[src/rtl/key_ctrl.sv]
// key_ctrl: turns PS/2 scan-code events into game-state, jump, duck and restart controls.
//   clk           : system clock, rising edge
//   rst_n         : asynchronous active-low reset
//   kb_data[9:0]  : {extended, break, code} scan-code event
//   kb_ready      : one-cycle strobe qualifying kb_data
//   game_over     : collision level from the game core
//   game_state    : 00 IDLE, 01 RUN, 10 PAUSE, 11 OVER (registered)
//   jump_pulse    : one-cycle jump command (registered)
//   duck          : duck level (registered)
//   restart_pulse : one-cycle game-core reset request (registered)
module key_ctrl #(
    parameter logic [7:0] JUMP_CODE     = 8'h29,
    parameter logic [7:0] UP_CODE       = 8'h75,
    parameter logic [7:0] DUCK_CODE     = 8'h72,
    parameter logic [7:0] START_CODE    = 8'h5A,
    parameter logic [7:0] PAUSE_CODE    = 8'h4D,
    parameter int         REPEAT_CYCLES = 25_000_000
) (
    input  logic       clk,
    input  logic       rst_n,
    input  logic [9:0] kb_data,
    input  logic       kb_ready,
    input  logic       game_over,
    output logic [1:0] game_state,
    output logic       jump_pulse,
    output logic       duck,
    output logic       restart_pulse
);
    localparam int CW = $clog2(REPEAT_CYCLES);
    typedef enum logic [1:0] {IDLE = 2'b00, RUN = 2'b01, PAUSE = 2'b10, OVER = 2'b11} state_t;
    state_t        state_q, state_d;
    logic          jump_held_q, jump_held_d, duck_held_q, duck_held_d;
    logic [CW-1:0] cnt_q, cnt_d;
    logic          jump_pulse_q, jump_pulse_d, duck_q, duck_d, restart_q, restart_d;
    logic          ext, brk, jump_ev, duck_ev, start_mk, pause_mk, jump_press, run, rep_fire;
    logic [7:0]    code;
    assign ext        = kb_data[9];
    assign brk        = kb_data[8];
    assign code       = kb_data[7:0];
    // Space and Up are both jump keys; they share one held flag
    assign jump_ev    = kb_ready && ((!ext && code == JUMP_CODE) || (ext && code == UP_CODE));
    assign duck_ev    = kb_ready && ext && code == DUCK_CODE;
    assign start_mk   = kb_ready && !ext && !brk && code == START_CODE;
    assign pause_mk   = kb_ready && !ext && !brk && code == PAUSE_CODE;
    // typematic repeats arrive as makes while already held and are not new presses
    assign jump_press = jump_ev && !brk && !jump_held_q;
    assign run        = state_q == RUN;
    assign rep_fire   = run && jump_held_q && cnt_q == CW'(REPEAT_CYCLES - 1);
    always_comb begin
        state_d   = state_q;
        restart_d = 1'b0;
        unique case (state_q)
            IDLE:    if (jump_press || start_mk) begin
                         state_d   = RUN;
                         restart_d = 1'b1;
                     end
            RUN:     state_d = game_over ? OVER : pause_mk ? PAUSE : RUN;
            PAUSE:   state_d = pause_mk ? RUN : PAUSE;
            OVER:    if (start_mk) begin
                         state_d   = RUN;
                         restart_d = 1'b1;
                     end
            default: state_d = IDLE;
        endcase
    end
    assign jump_held_d  = jump_ev ? !brk : jump_held_q;
    assign duck_held_d  = duck_ev ? !brk : duck_held_q;
    assign cnt_d        = (jump_press || !run || !jump_held_q || rep_fire) ? '0 : cnt_q + CW'(1);
    // the press that starts the game does not jump because state is still IDLE
    assign jump_pulse_d = (run && jump_press) || rep_fire;
    assign duck_d       = duck_held_q && run;
    always_ff @(posedge clk or negedge rst_n) begin
        if (!rst_n) begin
            state_q      <= IDLE;
            jump_held_q  <= 1'b0;
            duck_held_q  <= 1'b0;
            cnt_q        <= '0;
            jump_pulse_q <= 1'b0;
            duck_q       <= 1'b0;
            restart_q    <= 1'b0;
        end else begin
            state_q      <= state_d;
            jump_held_q  <= jump_held_d;
            duck_held_q  <= duck_held_d;
            cnt_q        <= cnt_d;
            jump_pulse_q <= jump_pulse_d;
            duck_q       <= duck_d;
            restart_q    <= restart_d;
        end
    end
    assign game_state    = state_q;
    assign jump_pulse    = jump_pulse_q;
    assign duck          = duck_q;
    assign restart_pulse = restart_q;
endmodule

[config.mk]
export PLATFORM = sky130hd
export DESIGN_NAME = key_ctrl
export DESIGN_NICKNAME = d
export VERILOG_FILES = /design/src/rtl/key_ctrl.sv
export SDC_FILE = /design/constraint.sdc
export NUM_CORES = 1
export LEC_CHECK = 0
export CORE_MARGIN = 2
export CORE_UTILIZATION = 50
export CTS_CLUSTER_DIAMETER = 200
export DETAILED_ROUTE_END_ITERATION = 10
export PLACE_DENSITY = 0.75
export SYNTH_ARGS = -nofsm -noshare
export SYNTH_HDL_FRONTEND = slang
export SYNTH_SLANG_ARGS = --single-unit
[constraint.sdc]
create_clock -name clk -period 1.8 [get_ports clk]
set_input_delay 0.18 -clock clk [delete_from_list [all_inputs] [get_ports clk]]
set_output_delay 0.18 -clock clk [all_outputs]
set_load 0.02 [all_outputs]
# Word-level counts from Yosys, hierarchy flattened

Index checks and enable logic that the tools add are counted.

Register bits after elaboration: 32
Bits of input ports: 14
Output and inout bits: 5
Word-level logic and storage cells: 56

Add/subtract/negate cells: 1
Equal/unequal tests: 11
Mux-type cells: 10
Reduce and logical (&&, ||, !) cells: 27

Operators by type and width:

| cell                    | count |
|---|---|
| $eq A8 B7 Y1 const B    | 4 |
| $add A25 B1 Y25 const B | 1 |
| $eq A25 B25 Y1 const B  | 1 |
| $mux W25                | 1 |
| $logic_and A1 B1 Y1     | 15 |
| $mux W2                 | 5 |
| $eq A8 B6 Y1 const B    | 1 |
| $pmux W2 S4             | 1 |
| $logic_or A1 B1 Y1      | 6 |
| $eq A2 B2 Y1 const B    | 2 |
| $logic_not A1 Y1        | 4 |
| $ne A2 B2 Y1 const B    | 2 |
| $eq A2 B1 Y1 const B    | 1 |
| $logic_not A2 Y1        | 1 |
| $mux W1                 | 2 |
| $pmux W1 S2             | 1 |
| $reduce_and A2 Y1       | 1 |

# Longest topological paths before layout

Depth in word-level cells: 10
Mapped depth: 9
Mapped depth without buffers: 7

# Worst setup path after synthesis

No wires, ideal clock.

Path type: register to register
From: register state_q[1], in the netlist game_state[1]
To: register cnt_q[16]
Setup time: 0.121 ns
Arrival time: 1.778 ns
Data required time: 1.679 ns
Slack: -0.100 ns
Stages on the path, launching flop included: 10
Buffers on the path: 2
Period minus slack after synthesis: 1.900 ns
Cell sequence: dfrtp_1 inv_1 ha_1 nand2_1 nor4_1 and4b_1 or2_1 clkbuf_1 buf_2 nor2_1

Longest elaborated chain between the ends: 6
Elaborated cells on any way between the ends: 8
Classes of those cells: eq/ne: 1; mux: 1; reduce/logical: 6

Ends and longest elaborated chain:

| element                          | RTL line | source |
|---|---|---|
| start: declaration               | 31       | `state_t state_q, state_d;` |
| start signal: assignment         | 82       | `state_q <= state_d;` |
| $eq A2 B1 Y1 (*)                 | 47       | `assign run = state_q == RUN;` |
| $logic_not A1 Y1                 | 68       | `assign cnt_d = (jump_press \|\| !run \|\| !jump_held_q \|\| rep_fire) ? '0 : cnt_q + CW'(1);` |
| $logic_or A1 B1 Y1 (2 in series) | 68       |  |
| $logic_or A1 B1 Y1 (*)           | 68       |  |
| $mux W25 (*)                     | 68       |  |
| named net cnt_d[16]              | 33       | `logic [CW-1:0] cnt_q, cnt_d;` |
| end signal: assignment           | 85       | `cnt_q <= cnt_d;` |
| end: declaration                 | 33       |  |

Mark *: on every way through the listed nets, which the timed path passes. The rest lies on a longest branch.
A chain may end at the register's enable or synchronous reset.

# Worst setup path in the final report

From: input port kb_data[6]
To: register state_q[1], in the netlist game_state[1]

Longest elaborated chain between the ends: 9
Elaborated cells on any way between the ends: 20
Classes of those cells: eq/ne: 6; mux: 4; reduce/logical: 10

Ends and longest elaborated chain:

| element                                      | RTL line | source |
|---|---|---|
| start: declaration                           | 21       | `input logic [9:0] kb_data,` |
| $eq A8 B6 Y1 or $eq A8 B7 Y1 (tied branches) | 41       | `assign jump_ev = kb_ready && ((!ext && code == JUMP_CODE) \|\| (ext && code == UP_CODE));` |
| $logic_and A1 B1 Y1                          | 41       |  |
| $logic_or A1 B1 Y1                           | 41       |  |
| $logic_and A1 B1 Y1                          | 41       |  |
| $logic_and A1 B1 Y1 (2 in series)            | 46       | `assign jump_press = jump_ev && !brk && !jump_held_q;` |
| $logic_or A1 B1 Y1                           | 53       | `IDLE: if (jump_press \|\| start_mk) begin` |
| $ne A2 B2 Y1 (no line)                       | -        |  |
| $reduce_and A2 Y1 (no line)                  | -        |  |

Several ways; a longest one is shown, not always the timed one.

==> summary.txt <==
Global routing
  • First-pass GRT wire length: 6872 microns
  • Vias in the first global route: ~1500
  • Met2 usage: 36.97%
  • Total congestion overflow: 0
  • Largest net degree at the start of global routing: 33
  • Global route hottest layer: met2
  • Initial antenna violation count: 0
  • Met3 usage: 5.357%
  • GR Util met1: between 20% and 30%
  • GRT Resource Usage Total: 22.15%

STA
  • Tmin final: 1.777 ns
  • Worst slew margin: 70.37%
  • Worst Tran Pin Value: ~0.44 ns
  • Period utilisation layout: 98.71%
  • Clk_skew: 0.009452 ns
  • Highest clock rate: 0.5628 GHz
  • Final setup fails: 0
  • Worst hold margin: 0.2241 ns
  • Slew Limit Fails: 0
  • Final hold violation count: 0
  • Total negative slack: 0 ns

Floorplanning
  • Starting Density: 52.42%
  • Core area: 3337 sq um
  • Io pins: 19
  • Num rows: 21
  • Total Die Area: 3987 sq um
  • Die H: 63.15 microns
  • Die width: 63.15 microns

Final layout
  • Nets: ~240
  • Design Area, Final: roughly 2300 sq um
  • Layout cells sized above 1: 18.10%
  • Area delta synth->final: 30.54%
  • Fill count: 277
  • Final cell count without fillers: roughly 270
  • # diodes: 0

Worst setup path
  • Max incr delay on CP: 0.53 ns
  • Worst Reg-to-Reg Cells: 7
  • CP Max Fanout: 3
  • Crit-path leading delay family: simple AND/OR/NAND/NOR gates
  • Slowest cell on the critical path: or4_4
  • R2r endpoint: cnt_q[24]$_DFF_PN0_
  • Crit path capture type: flop
  • Critical path class: in -> reg
  • R2R Setup Slk: 0.10 ns
  • Arrival time worst endpoint: about 2 ns
  • Reg2Reg Launch Point: cnt_q[1]$_DFF_PN0_
  • Critical path launch point type: input pin
  • Worst EP required: about 2.0 ns
  • CP cell instances: clkdlybuf4s50_1, or4_4, and2_4, o41ai_4, mux2_4
  • Buf/Inv on CP: 1

Drt
  • DR WL/cell: 14.76 microns
  • Iteration-0 DRC Markers: 105
  • Via-to-Cell Ratio: 5.506
  • Drt pass-1 iters: 4
  • Routed WL: 3941 microns
  • Via count: 1470
  • Post-DRT Antenna Nets: 0
  • Post-route DRC: 0

Power and ir drop
  • Worst vdd ir: 588.4 uV
  • Reg power frac: 37.3%
  • Comb pwr share: approximately 34%
  • Leakage: about 0.0011 uW
  • Switching share of power: 30.77%
  • PwrDens: 958.0 nW/um^2
  • P_sw: 673.1 uW
  • Cell Int Power: 1514 uW
  • Clock power frac: 28.3%

Yosys
  • Ys async rst share: 100.0%
  • Primary FF master, synth: dfrtp_1
  • Gate Count Post-Synth: 177
  • Flops & latches, synth: 32
  • Post-synthesis sequential area ratio: 45.78%
  • Count of cell types in the netlist: 37
  • Syn. warnings: 0
  • Syn Std Cell Area: 1749 sq um
  • Syn nets: between 150 and 200
  • Post-synth EDFFs: 0
  • Synth Area per Inst: 9.882 sq um

Clock tree
  • Clock buffer count from CTS: 5
  • TritonCTS clock tree: done
  • Clock-pin transition on the worst setup and hold timing paths: 0.10 ns
  • Num Clock Sinks: 32
  • CTS max path bufs: 2
  • Setup Buffers After CTS: 0
  • Root buffer cell: clkbuf_4
  • Clk Latency, worst-skew pair: 0.34 ns
  • H-tree depth: 2

Placement
  • RePlAce Congestion: 0.8091
  • Area after DPL: 2136 sq um
  • Hpwl dp: 2843 microns
  • PortBufs: 18
  • # placed instances: 258

Min path
  • Hold Path Class: in -> async

Outcome
  • Status: finished clean

Job
  • Max_cap viols: 0
==> final cells by class <==
type	instances	area (sq um)	area share [%]
tap	46	57.56	2.521
clock buffer	7	65.06	2.849
multi-input combinational	136	949.7	41.59
clock inverter	1	30.03	1.315
sequential	32	802.0	35.12
timing repair buffer	39	356.6	15.62
inverter	6	22.52	0.9863
==> stage by stage <==
step	utilization, %	total power, uW	setup WS [ns]
2_1_floorplan	-	1216	0.007883
3_3_place_gp	64.00	1454	-0.3409
3_5_place_dp	64.00	1490	-0.4284
4_1_cts	66.70	2107	0.008643
5_1_grt	68.43	2330	-0.001004
6_report	68.43	2188	0.02317
==> cell usage after synthesis, types with 2 or more instances <==
library cell	number	area [sq um]
and4b_1	2	20.02
nand4bb_1	2	22.52
and4_1	2	17.52
xnor2_1	9	78.83
nor2_1	31	116.4
mux2i_1	2	20.02
or3b_1	2	17.52
inv_1	6	22.52
nand2b_1	3	18.77
ha_1	5	62.56
and3_1	9	56.30
nor4_1	5	31.28
nand2_1	9	33.78
buf_2	2	10.01
nand4_1	5	31.28
dfrtp_1	32	800.8
o21ai_0	3	15.01
and3b_1	2	17.52
nand3_1	14	70.07
xor2_1	14	122.6
a21oi_1	2	10.01
==> worst register-to-register path: stages (launching register included) <==
cell,delay (ns)
dfrtp_2,0.45
ha_1,0.24
nand2_2,0.13
nor2_2,0.07
and4b_1,0.20
or2_4,0.26
clkbuf_16,0.17
nor2_1,0.11
==> routing by layer <==
layer | share of wire, % | up-vias
li1 | - | 704
met4 | 1.6 | 0
met5 | 0 | -
met1 | 42 | 708
met2 | 51 | 51
met3 | 4.9 | 7
==> state kept, by name, summed over array words and instances, names as in the netlist <==
signal / flops
jump_held_q: 1
jump_pulse: 1
restart_pulse: 1
duck_held_q: 1
cnt_q: 25
game_state: 2
duck: 1
==> power groups by stage <==
| stage | Combinational (uW) | Clock [uW] | Sequential, uW |
|---|---|---|---|
| 6_report | 753 | 619 | 815 |
| 5_1_grt | 824 | 684 | 822 |
| 4_1_cts | 663 | 632 | 813 |
| 3_5_place_dp | 665 | 0 | 825 |
| 3_3_place_gp | 636 | 0 | 819 |
| 2_1_floorplan | 367 | 0 | 849 |
==> cells in the final DEF (no fill, tap or decap), types with 3 or more instances in the layout <==
| cell | instances |
|---|---|
| dfrtp_1 | 31 |
| xor2_1 | 14 |
| nor2_1 | 30 |
| ha_1 | 5 |
| and3_1 | 9 |
| clkbuf_4 | 5 |
| dlygate4sd2_1 | 9 |
| xnor2_1 | 9 |
| nand4_1 | 5 |
| nand3_1 | 14 |
| inv_1 | 6 |
| buf_4 | 19 |
| nand2b_1 | 3 |
| nand2_1 | 8 |
| o21ai_0 | 3 |
| clkdlybuf4s50_1 | 9 |
| nor4_1 | 4 |
==> logic make-up (layout without fill, tap and decap cells) <==
kind of cell,Yosys count,after routing,synth area share [%]
compound gates,9,9,4.364
flops,32,32,45.78
mux,3,3,2.003
xor+xnor,23,23,11.52
buf+inv,9,53,2.074
fa+ha+maj,5,5,3.577
simple gates,96,96,30.69
==> what timing repair did <==
item / CTS / global route
resized for setup: 10 / 7
setup endpoints to repair: 3 / 27
pin swaps: 5 / 3
gates cloned: 0 / 1
hold buffers: 0 / 0
==> worst max path at each step <==
stage	start	to	slack, ns	cells after the start
floorplan	game_state[1]$_DFFE_PN0P_	cnt_q[21]$_DFF_PN0_	0.008	9
global placement	kb_data[9]	game_state[1]$_DFFE_PN0P_	-0.34	6
detailed placement	kb_data[7]	game_state[1]$_DFFE_PN0P_	-0.43	6
CTS	cnt_q[1]$_DFF_PN0_	cnt_q[12]$_DFF_PN0_	0.009	7
global route	kb_data[6]	game_state[0]$_DFFE_PN0P_	-0.001	6
finish	kb_data[6]	game_state[1]$_DFFE_PN0P_	0.02	5
(Power assumes the default switching activity.)
